### config.mk
export PLATFORM = sky130hd
export DESIGN_NAME = mux_scan_nx1
export DESIGN_NICKNAME = d
export VERILOG_FILES = /design/src/rtl/mux_scan_nx1.sv
export SDC_FILE = /design/constraint.sdc
export NUM_CORES = 1
export LEC_CHECK = 0
export BUFFER_PORTS_ARGS = -buffer_cell sky130_fd_sc_hd__buf_2
export CAP_MARGIN = 10
export CORE_MARGIN = 3
export CORE_UTILIZATION = 25
export CTS_CLUSTER_DIAMETER = 150
export DETAILED_ROUTE_END_ITERATION = 10
export GPL_TIMING_DRIVEN = 0
export PLACE_DENSITY = 0.41
export REMOVE_ABC_BUFFERS = 1
export SLEW_MARGIN = 10
export SYNTH_ARGS = -nofsm -noshare
export SYNTH_HDL_FRONTEND = slang
export SYNTH_SLANG_ARGS = --single-unit
export TNS_END_PERCENT = 5
### constraint.sdc
create_clock -name clk -period 11.59 [get_ports clk]
set_clock_uncertainty 0.2 [all_clocks]
set_input_delay 2.318 -clock clk [delete_from_list [all_inputs] [get_ports clk]]
set_output_delay 2.318 -clock clk [all_outputs]
set_load 0.05 [all_outputs]
### src/rtl/mux_scan_nx1.sv
// Registered N:1 channel multiplexer with direct select or masked round-robin scan,
// presenting one sample at a time behind a valid/ready handshake.
module mux_scan_nx1 #(
  parameter int unsigned WIDTH    = 1,
  parameter int unsigned CHANNELS = 8,
  parameter int unsigned SEL_W    = $clog2(CHANNELS)
) (
  input  logic                      clk,
  input  logic                      rst,
  input  logic [CHANNELS*WIDTH-1:0] in_bus,
  input  logic                      en,
  input  logic                      mode,
  input  logic [SEL_W-1:0]          sel,
  input  logic [CHANNELS-1:0]       ch_mask,
  input  logic                      out_ready,
  output logic                      out_valid,
  output logic [WIDTH-1:0]          out_data,
  output logic [SEL_W-1:0]          out_ch,
  output logic                      out_last,
  output logic                      sel_err
);

  typedef enum logic [1:0] {IDLE, RUN, DRAIN} state_e;

  state_e             state_q, state_d;
  logic [SEL_W-1:0]   ptr_q, ptr_d;
  logic               out_valid_q, out_valid_d;
  logic [WIDTH-1:0]   out_data_q, out_data_d;
  logic [SEL_W-1:0]   out_ch_q, out_ch_d;
  logic               out_last_q, out_last_d;
  logic               sel_err_q, sel_err_d;

  logic               scan_hit_c;
  logic [SEL_W-1:0]   scan_ch_c;
  logic [SEL_W-1:0]   high_ch_c;
  logic [WIDTH-1:0]   scan_data_c;
  logic [WIDTH-1:0]   dir_data_c;
  logic               sel_ok_c;
  logic               load_c;
  logic [SEL_W:0]     sum_c;
  logic [SEL_W-1:0]   idx_c;

  // First enabled channel at or after ptr (wrapping at CHANNELS) and highest enabled channel.
  always_comb begin
    scan_hit_c = 1'b0;
    scan_ch_c  = '0;
    high_ch_c  = '0;
    sum_c      = '0;
    idx_c      = '0;
    for (int unsigned i = 0; i < CHANNELS; i++) begin
      sum_c = {1'b0, ptr_q} + (SEL_W+1)'(i);
      if (sum_c >= (SEL_W+1)'(CHANNELS)) sum_c = sum_c - (SEL_W+1)'(CHANNELS);
      idx_c = sum_c[SEL_W-1:0];
      if (!scan_hit_c && ch_mask[idx_c]) begin
        scan_hit_c = 1'b1;
        scan_ch_c  = idx_c;
      end
      if (ch_mask[i]) high_ch_c = SEL_W'(i);
    end
  end

  // Channel data muxes; out-of-range direct select yields zero.
  always_comb begin
    scan_data_c = '0;
    dir_data_c  = '0;
    for (int unsigned i = 0; i < CHANNELS; i++) begin
      if (scan_ch_c == SEL_W'(i)) scan_data_c = in_bus[i*WIDTH +: WIDTH];
      if (sel == SEL_W'(i))       dir_data_c  = in_bus[i*WIDTH +: WIDTH];
    end
  end

  assign sel_ok_c = (32'(sel) < 32'(CHANNELS));
  assign load_c   = (state_q == RUN) && en && (!out_valid_q || out_ready) && (!mode || scan_hit_c);

  // Next-state and output-register logic.
  always_comb begin
    state_d     = state_q;
    ptr_d       = ptr_q;
    out_valid_d = out_valid_q;
    out_data_d  = out_data_q;
    out_ch_d    = out_ch_q;
    out_last_d  = out_last_q;
    sel_err_d   = sel_err_q;

    unique case (state_q)
      IDLE:    if (en) state_d = RUN;
      RUN:     if (!en) state_d = (out_valid_q && !out_ready) ? DRAIN : IDLE;
      DRAIN:   if (out_ready) state_d = IDLE;
      default: state_d = IDLE;
    endcase

    if (load_c) begin
      out_valid_d = 1'b1;
      if (mode) begin
        out_data_d = scan_data_c;
        out_ch_d   = scan_ch_c;
        out_last_d = (scan_ch_c == high_ch_c);
        sel_err_d  = 1'b0;
        ptr_d      = (scan_ch_c == SEL_W'(CHANNELS-1)) ? '0 : scan_ch_c + SEL_W'(1);
      end else begin
        out_data_d = dir_data_c;
        out_ch_d   = sel;
        out_last_d = 1'b0;
        sel_err_d  = !sel_ok_c;
      end
    end else if (out_valid_q && out_ready) begin
      out_valid_d = 1'b0;
    end
  end

  always_ff @(posedge clk) begin
    if (rst) begin
      state_q     <= IDLE;
      ptr_q       <= '0;
      out_valid_q <= 1'b0;
      out_data_q  <= '0;
      out_ch_q    <= '0;
      out_last_q  <= 1'b0;
      sel_err_q   <= 1'b0;
    end else begin
      state_q     <= state_d;
      ptr_q       <= ptr_d;
      out_valid_q <= out_valid_d;
      out_data_q  <= out_data_d;
      out_ch_q    <= out_ch_d;
      out_last_q  <= out_last_d;
      sel_err_q   <= sel_err_d;
    end
  end

  assign out_valid = out_valid_q;
  assign out_data  = out_data_q;
  assign out_ch    = out_ch_q;
  assign out_last  = out_last_q;
  assign sel_err   = sel_err_q;

endmodule

Word level (Yosys, flattened, before mapping)
Cells that the tools add are included.
{"block": "op_classes", "n_div": 0, "mul": 0, "bitwise_logic": 0, "addsub": 16, "reduce_logical": 30, "mux": 74, "magnitude_cmp": 16, "n_eq_ne": 20, "shifts": 0}
{"cell": "$mux 3", "count": 24}
{"cell": "$mux 1", "count": 37}
{"cell": "$lt 3x4->1 const B", "count": 8}
{"cell": "$ge 4x4->1 const B", "count": 7}
{"cell": "$bmux 1 s3", "count": 8}
{"cell": "$eq 3x3->1 const B", "count": 8}
{"cell": "$sub 3x1->3 const B", "count": 8}
{"cell": "$add 3x3->4 const B", "count": 4}
{"cell": "$eq 3x2->1 const B", "count": 4}
{"cell": "$logic_and 1x1->1", "count": 12}
{"cell": "$logic_not 1->1", "count": 10}
{"cell": "$add 3x2->4 const B", "count": 2}
{"cell": "$mux 2", "count": 4}
{"cell": "$eq 3x1->1 const B", "count": 2}
{"cell": "$logic_not 3->1", "count": 2}
{"cell": "$ne 2x2->1 const B", "count": 3}
{"cell": "$pmux 2 s3", "count": 1}
{"cell": "$add 3x1->4 const B", "count": 1}
{"cell": "$ge 3x4->1 const B", "count": 1}
{"cell": "$add 3x1->3 const B", "count": 1}
{"cell": "$eq 3x3->1", "count": 1}
{"cell": "$reduce_and 3->1", "count": 1}
{"cell": "$eq 2x1->1 const B", "count": 1}
{"cell": "$eq 2x2->1 const B", "count": 1}
{"cell": "4 further kinds", "count": 5}
{"block": "totals", "input_bits": 24, "latch_bits": 0, "mem_bits_rw": 0, "output_inout_bits": 7, "n_memories": 0, "ff_bits": 11, "mem_bits_ro": 0}

Depth between registers and ports, before layout
Gate-level depths: netlist of run 1.
{"block": "logic_depth", "ltp_word": 36, "ltp_mapped": 24, "depth_no_buf": 20}

Worst setup path before layout of run 1
Ideal clock, no wire load.
{"block": "synth_path", "kind": "input -> register", "startpoint": "in ch_mask[7]", "endpoint": "reg out_data_q (netlist: out_data)", "required_ps": 11298, "arrival_ps": 5471, "path_slack_ps": 5826, "setup_ps": 92, "path_buffers": 1, "stages": 19, "cell_sequence": "clkbuf_2 mux2_1 mux4_1 a2111o_1 nand3_1 o211a_1 nor3_1 or2_2 o21ai_0 ha_1 ha_1 nand2_1 nor2_1 a21oi_1 nor2_1 a21oi_1 nor2_1 a2111oi_2 o32ai_1"}
{"block": "synth_between", "elab_chain_len": 34, "elab_cells_between_ends": 65}
{"item": "from (decl)", "line_no": "14", "text": "input logic [CHANNELS-1:0] ch_mask,"}
{"item": "$bmux 1 s3", "line_no": "54", "text": "if (!scan_hit_c && ch_mask[idx_c]) begin"}
{"item": "$mux 1 (implied by the code)", "line_no": "54"}
{"item": "$mux 1", "line_no": "54"}
{"item": "$logic_not 1->1", "line_no": "54"}
{"item": "$logic_and 1x1->1", "line_no": "54"}
{"item": "$mux 1", "line_no": "54"}
{"item": "$logic_not 1->1", "line_no": "54"}
{"item": "$logic_and 1x1->1", "line_no": "54"}
{"item": "[... 11 more ...]"}
{"item": "$logic_and 1x1->1", "line_no": "54"}
{"item": "$mux 1", "line_no": "54"}
{"item": "$logic_not 1->1", "line_no": "54"}
{"item": "$logic_and 1x1->1", "line_no": "54"}
{"item": "$mux 3", "line_no": "54"}
{"item": "$logic_not 3->1", "line_no": "67", "text": "if (scan_ch_c == SEL_W'(i)) scan_data_c = in_bus[i*WIDTH +: WIDTH];"}
{"item": "$mux 1 (8 in a row)", "line_no": "67"}
{"item": "$mux 1", "line_no": "94", "text": "if (mode) begin"}
{"item": "to (signal assigned)", "line_no": "124", "text": "out_data_q <= out_data_d;"}
{"item": "to (decl)", "line_no": "28", "text": "logic [WIDTH-1:0] out_data_q, out_data_d;"}
Several ways; a longest one is shown, not always the timed one. The select of a mux whose other input is x is not followed.
A chain may end at the register's enable or synchronous reset.

Worst setup path in the final report of run 1
Ends and elaborated chain as after synthesis.

==> Implementation_results.wiki, run 1 <==
{| class="wikitable"
! Metric !! Value
|-
| Result of the run || completed
|-
| Area growth from synthesis to layout || 12.7%
|-
| Number of optimization iterations in the first detailed-route pass || 5
|-
| Clock input transition at the sequential cells of the worst setup and hold paths || roughly 0.050 ns
|-
| Data required time at the worst endpoint || around 12 ns
|-
| Fraction of synthesized area in multiplexers || between 20% and 30%
|-
| Effective utilization at floorplan || between 20% and 30%
|-
| RD Place Congestion || a little over 0.8
|-
| Nets || about 280
|-
| Largest net degree at the start of global routing || 19
|-
| Pin slew with the least headroom to its limit || between 0.8 and 0.9 ns
|-
| Dpl cell area || about 2100 um^2
|-
| Clock root cell || clkbuf_8
|-
| Final Hold Vio Count || 0
|-
| DRC violations left || 0
|-
| Routed length per placed instance || about 15 um
|-
| Number of gates given a new drive strength after cts || 0
|-
| Layer carrying the most global-route usage || met2
|-
| Global-route wire length before repair || 8810 um
|-
| Power per cell area || about 76 nW/um^2
|-
| Number of pins with negative max-slew slack in the final report || 0
|-
| Worst hold path cell count || 2
|-
| Reg-to-reg slack, setup || slightly below 6 ns
|-
| Global routing usage on met1 || 18.8%
|-
| Met2 demand-to-capacity share in global routing || about a fifth
|-
| Count of different cell masters after synthesis || 65
|-
| Post-synth EDFFs || 0
|-
| Fraction of the mapped netlist area in adder cells || approximately 5.3%
|-
| Max Cap Viol || 0
|-
| Sink of the worst hold path || out_ch[2]$_SDFFE_PP0P_
|-
| DP Worst Slack || between 5 and 6 ns
|-
| Path class of the lowest-slack min-delay path || reg2reg
|-
| Global route total overflow || 0
|-
| Final setup viols || 0
|-
| Clock latency of the later-clocked register in the worst-skew pair || approximately 0.23 ns
|-
| Shortest period the worst path allows || ~5.9 ns
|-
| Number of diodes added for antenna fixing || 0
|-
| Async S/R FF share, synth || 0%
|-
| Layout cell share with drive strength beyond 1 || about a quarter
|-
| Vias in the first global route || ~1700
|-
| Xor-xnor portion of the synthesized cell area || 1.40%
|-
| Count of clock tree sinks || 11
|-
| Max Fanout on Critical Path || 10
|-
| Reg-to-Reg Start || ptr_q[0]$_SDFFE_PP0P_
|-
| DIE WIDTH || a little over 90 um
|-
| Avg Cell Area, Syn || ~8.4 um^2
|-
| Most used standard cells in the synthesized netlist || a21oi_1 (20), nor2_1 (20), nand2_1 (18)
|-
| Synthesized netlist cell count || about 220
|-
| Hold Crit Start || out_ch[2]$_SDFFE_PP0P_
|-
| Vias per Instance || between 5 and 6
|-
| Final worst slack || about 5.7 ns
|-
| DRT iter0 DRCs || between 90 and 100
|-
| Core area || about 7000 um^2
|-
| Kind of launch point of the worst setup path || primary input
|-
| FF-to-FF End || out_data$_SDFFE_PP0P_
|-
| I/O pins || 31
|-
| Leading register cell type out of synthesis || dfxtp_1
|-
| Fraction of synthesized cell area taken by the top area cell type || between 10% and 20%
|-
| Count of vias placed by the detailed router || about 1800
|-
| Accumulated negative setup slack || 0 ns
|-
| Combinational family with the most area after synthesis || multiplexers
|-
| H-Tree Level Count || 1
|-
| Fraction of met3 tracks used by global routing || between 1 and 1.5%
|-
| Synth Area in Compound Gates || 23.6%
|-
| Port Buffer Count || 29
|-
| Fraction of the yosys area taken by sequential cells || a little under an eighth
|-
| Crit path arrival time || around 5.8 ns
|-
| FMAX || around 0.17 GHz
|-
| Die ar. || ~8600 um^2
|-
| Count of buffers added by post-CTS timing repair for setup || 0
|-
| Category of the worst setup path capture point || flop
|-
| Clock tree buffer depth || 2
|-
| Area fraction in and, or, nand and nor cells after synthesis || between 20% and 30%
|-
| Half-perimeter wire length after placement || just over 4000 um
|-
| Design area || 2110 um^2
|-
| Total routed wirelength || 5150 um
|-
| Initial antenna violation count || 0
|-
| Max-slew headroom at the worst pin || 44.5%
|-
| Remaining antenna violation count after routing || 0
|-
| Maximum vdd drop || roughly 0.037 mV
|-
| Count of state elements after synthesis || 11
|-
| Std-Cell Rows || 30
|-
| Setup repair after global routing missed its margin || false
|-
| Total Routing Usage GR || about 12%
|-
| TritonCTS clock tree || done
|-
| Number of hold buffers added after CTS || 0
|-
| R2r worst-path depth || 18
|-
| Synth area leaders || mux4_2 (17%), dfxtp_1 (12%), a21oi_1 (5.3%), ha_1 (5.3%), nor2_1 (4.0%)
|-
| Yosys warning total || 0
|-
| Ratio of final minimum period to clock period || between 50% and 60%
|-
| Total CTS buffers || 3
|-
| Total standard cell area after synthesis || 1870 um^2
|-
| Critical path start-end classification || in2reg
|-
| Largest area contributor in the netlist || mux4_2
|-
| Leak Pwr || 0.000780 uW
|-
| Height of the die || roughly 93 um
|}
## cell usage in the layout, fill, tap and decap left out, types with 2 or more instances in the layout
cell and instances:
nor2b_1 5, mux2_1 2, nand3b_1 2, a211o_1 2, and2_1 3, buf_2 29
a31oi_1 4, mux2_2 6, or3_1 2, nand2b_1 3, clkbuf_8 3, dfxtp_1 11
o211a_1 2, nand2_1 18, o31ai_1 3, o32ai_1 2, nand3_1 2, o211ai_1 2
xor2_1 2, or2_2 2, o21ai_0 7, a211oi_1 2, nor3_1 10, inv_1 12
a2bb2oi_1 2, mux4_2 14, ha_1 8, nor2_1 20, nor4b_1 2, mux2i_1 7
a21oi_1 20, nor3b_1 2, nand4_1 2, a22oi_1 2
## cell families after synthesis
group | after synthesis
and+or+nand+nor | 80
xor gates and xnor gates | 3
buffers and inverters | 25
other | 1
AOI/OAI and AO/OA | 63
DFF | 11
muxes | 31
adders and majority gates | 8
## metrics by stage
step | total power [uW] | std cells | utilization, % | hold slack [ns]
floorplan | 101 | 210 | - | 0.223
global placement | 124 | 335 | 29.4 | 0.240
detailed placement | 123 | 335 | 29.4 | 0.245
CTS | 162 | 339 | 30.1 | 0.251
global route | 174 | 339 | 30.1 | 0.274
finish | 160 | 339 | 30.1 | 0.251
## where the power goes
part | internal (uW) | switching [uW] | total, uW
Sequential | 39.2 | 2.44 | 41.7
Clock | 24.1 | 13.6 | 37.7
Combinational | 34.4 | 46.4 | 80.8
## final cells by class
class,instances,area (um^2)
well taps,96,120
multi-input cells,186,1530
clock buffers,4,45.0
inverters,13,48.8
flip-flops and latches,11,220
fillers,746,4910
repair buffers,29,145
## worst max-delay path, cell delays in order
cell and delay (ns):
buf_2 0.15, mux2_1 0.31, mux4_1 0.57, a2111o_1 0.44, nor4_2 0.34, or2_2 0.18
o21ai_0 0.12, ha_1 0.29, ha_1 0.22, nand2_1 0.08, nor2_1 0.04, a21oi_1 0.11
nor2_1 0.05, a21oi_1 0.12, nor2_1 0.07, a2111oi_2 0.29, o32ai_1 0.14
## routing by layer
layer  up-vias  wire length [um]  share of wire [%]
met5         -                 0                  0
met2        41              2360                 46
met3         2               156                3.0
li1        891                 -                  -
met4         0                 1              0.019
met1       843              2630                 51
## worst max path at each step
stage               cells after the start                     to             startpoint  slack (ns)
finish                                 17  out_data$_SDFFE_PP0P_             ch_mask[7]        5.66
global placement                       17  out_data$_SDFFE_PP0P_             ch_mask[7]        5.39
floorplan                              16  out_data$_SDFFE_PP0P_             ch_mask[7]        5.96
detailed placement                     17  out_data$_SDFFE_PP0P_             ch_mask[7]        5.43
CTS                                    17  out_data$_SDFFE_PP0P_             ch_mask[7]        5.67
global route                           18  out_data$_SDFFE_PP0P_  ptr_q[0]$_SDFFE_PP0P_        5.21
## sequential cells by signal (all words and copies together) (netlist names)
register,flops
out_ch,3
ptr_q,3
state_q,2
out_data,1
out_last,1
out_valid,1
(Power assumes the default switching activity.)
==> run 2, diff against run 1 <==
--- a/config.mk
+++ b/config.mk
@@ -12,7 +12,7 @@
 export CTS_CLUSTER_DIAMETER = 150
 export DETAILED_ROUTE_END_ITERATION = 10
 export GPL_TIMING_DRIVEN = 0
-export PLACE_DENSITY = 0.41
+export PLACE_DENSITY = 0.42
 export REMOVE_ABC_BUFFERS = 1
 export SLEW_MARGIN = 10
 export SYNTH_ARGS = -nofsm -noshare
==> constraint.sdc (replaced) <==
create_clock -name clk -period 4.99 [get_ports clk]
set_clock_uncertainty 0.2 [all_clocks]
set_input_delay 0.998 -clock clk [delete_from_list [all_inputs] [get_ports clk]]
set_output_delay 0.998 -clock clk [all_outputs]
set_load 0.05 [all_outputs]
==> run 2 against run 1 <==
Sequential power grew 130%. Final cell count rose by 4.1%. Wire length grew 7.5%. Sequential share of layout area decreased by 0.32 points. Register-to-register slack worse by 5.4 ns. Power is 140% higher. Setup slack got worse by 5.3 ns. Non-clock buffer count rose by 14. Critical path depth increased by 2. Die area did not move. Largest power group unchanged.
==> Implementation_results.wiki, run 2 (synthesized netlist as in run 1, its figures left out) <==
{| class="wikitable"
! Metric !! Value
|-
| Max Cap Viol || 0
|-
| Leak Pwr || 0.000858 uW
|-
| Maximum vdd drop || approximately 0.13 mV
|-
| Number of optimization iterations in the first detailed-route pass || 4
|-
| Total area of multi-input combinational cells || between 1500 and 2000 um^2
|-
| Leading cell type in the layout, fill and taps excluded || buf_2
|-
| Number of diodes added for antenna fixing || 0
|-
| Effective utilization at floorplan || between 20% and 30%
|-
| Die ar. || 8570 um^2
|-
| Path class of the lowest-slack min-delay path || reg2reg
|-
| Layout cell share with drive strength beyond 1 || between 30% and 40%
|-
| Area growth from synthesis to layout || 20.2%
|-
| Count of vias placed by the detailed router || roughly 1800
|-
| Crit path arrival time || between 4 and 5 ns
|-
| Clock input transition at the sequential cells of the worst setup and hold paths || approximately 0.050 ns
|-
| R2r worst-path depth || 20
|-
| Half-perimeter wire length after placement || 4160 um
|-
| Clock root cell || clkbuf_8
|-
| FMAX || between 0.2 and 0.25 GHz
|-
| DRT iter0 DRCs || 65
|-
| Shortest period the worst path allows || roughly 4.6 ns
|-
| Max-slew headroom at the worst pin || between 50% and 60%
|-
| Final-layout fill cell count || between 700 and 800
|-
| Final setup viols || 0
|-
| Global-route wire length before repair || around 9000 um
|-
| Global route total overflow || 0
|-
| Kind of launch point of the worst setup path || primary input
|-
| Final Hold Vio Count || 0
|-
| Initial antenna violation count || 0
|-
| RD Place Congestion || just under 0.8
|-
| Worst hold-check slack || 0.253 ns
|-
| I/O pins || 31
|-
| H-Tree Level Count || 1
|-
| Largest net degree at the start of global routing || 19
|-
| Register area || about 230 um^2
|-
| Critical path's slowest cell || mux4_1
|-
| Reg-to-reg slack, setup || 0.36 ns
|-
| Overall power consumption || about 380 uW
|-
| Vias per Instance || 5.24
|-
| Highest-count cells in the layout ignoring fill and taps || buf_2 (29), nor2_1 (20), a21oi_1 (20)
|-
| Critical path start-end classification || in2reg
|-
| Max Fanout on Critical Path || 10
|-
| Vias in the first global route || around 1700
|-
| Cell repeated most along the worst path || nor2_1
|-
| Core area || around 7000 um^2
|-
| Port Buffer Count || 29
|-
| Routed length per placed instance || around 16 um
|-
| Total CTS buffers || 3
|-
| Category of the worst setup path capture point || flop
|-
| Crit path cell chain || buf_2 > mux2_1 > mux4_1 > a2111o_1 > nand3_1 > o211a_1 > nor3_2 > or2_2 > o21ai_0 > ha_1 > ha_1 > nand2_1 > nor2_1 > a21oi_1 > nor2_1 > a21oi_1 > nor2_1 > a2111oi_2 > o32ai_1
|-
| Worst hold path cell count || 1
|-
| Remaining antenna violation count after routing || 0
|-
| Pin slew with the least headroom to its limit || 0.662 ns
|-
| Design area || 2250 um^2
|-
| Clock latency of the later-clocked register in the worst-skew pair || roughly 0.23 ns
|-
| Data required time at the worst endpoint || slightly below 5 ns
|-
| Ratio of final minimum period to clock period || between 90 and 100%
|-
| Dpl cell area || between 2000 and 2500 um^2
|-
| Nets || 290
|-
| Count of clock tree sinks || 11
|-
| Power per cell area || 170 nW/um^2
|-
| Total Routing Usage GR || about an eighth
|-
| Height of the die || 92.6 um
|-
| Result of the run || completed
|-
| DIE WIDTH || 92.6 um
|-
| Delay of the slowest critical-path stage || between 0.5 and 0.6 ns
|-
| Clock tree buffer depth || 2
|-
| Number of pins with negative max-slew slack in the final report || 0
|-
| Total routed wirelength || ~5500 um
|-
| DRC violations left || 0
|-
| TritonCTS clock tree || done
|-
| Std-Cell Rows || 30
|}
==> run 2: critical path, delay by kind of cell <==
family / cells / cell delay (ns)
buffers and inverters: 1 / 0.16
and+or+nand+nor: 7 / 0.87
AOI/OAI and AO/OA: 7 / 1.21
adders and majority gates: 2 / 0.43
muxes: 2 / 0.92
==> run 2: cell type report <==
class                   count  area share (%)
clock buffers               4            2.00
inverters                  13            2.33
multi-input cells         186            69.1
flip-flops and latches     11            10.1
well taps                  96            5.33
repair buffers             43            11.1
==> run 2: power breakdown <==
group / internal (uW) / switching (uW) / leakage, uW
combinational: 88.2 / 115 / 0.000745
clock: 55.9 / 30.9 / 0.0000228
sequential: 90.5 / 3.41 / 0.0000909
==> run 2: stage by stage <==
step / setup WS [ns] / std cells / utilization [%] / TNS (ns)
global route: -0.00960 / 353 / 32.1 / -0.00960
detailed placement: -0.875 / 335 / 29.4 / -1.89
global placement: -0.893 / 335 / 29.4 / -1.98
finish: 0.342 / 353 / 32.1 / 0
CTS: 0.0363 / 339 / 30.4 / 0
floorplan: -0.0315 / 210 / - / -0.0315
==> run 2: routing by layer <==
metal	GRT usage (%)	vias to the layer above	wire, um
li1	-	923	-
met1	18.8	899	2840
met2	20.0	22	2560
met3	1.22	4	90
met4	2.35	0	43
met5	0	-	0
==> run 2: path summary, 6_finish.rpt <==
path                                  end                    start
hold reg to reg   state_q[0]$_SDFFE_PP0P_  state_q[1]$_SDFFE_PP0P_
setup reg to reg    out_data$_SDFFE_PP0P_    ptr_q[1]$_SDFFE_PP0P_
setup / recovery    out_data$_SDFFE_PP0P_               ch_mask[7]
hold / removal    state_q[0]$_SDFFE_PP0P_  state_q[1]$_SDFFE_PP0P_
==> run 2: repair_timing <==
action                                  CTS  global route
resized for setup                         6             3
pin swaps                                 0             1
hold buffers                              0             0
setup buffers                             0            14
endpoints found under the setup margin    4             1
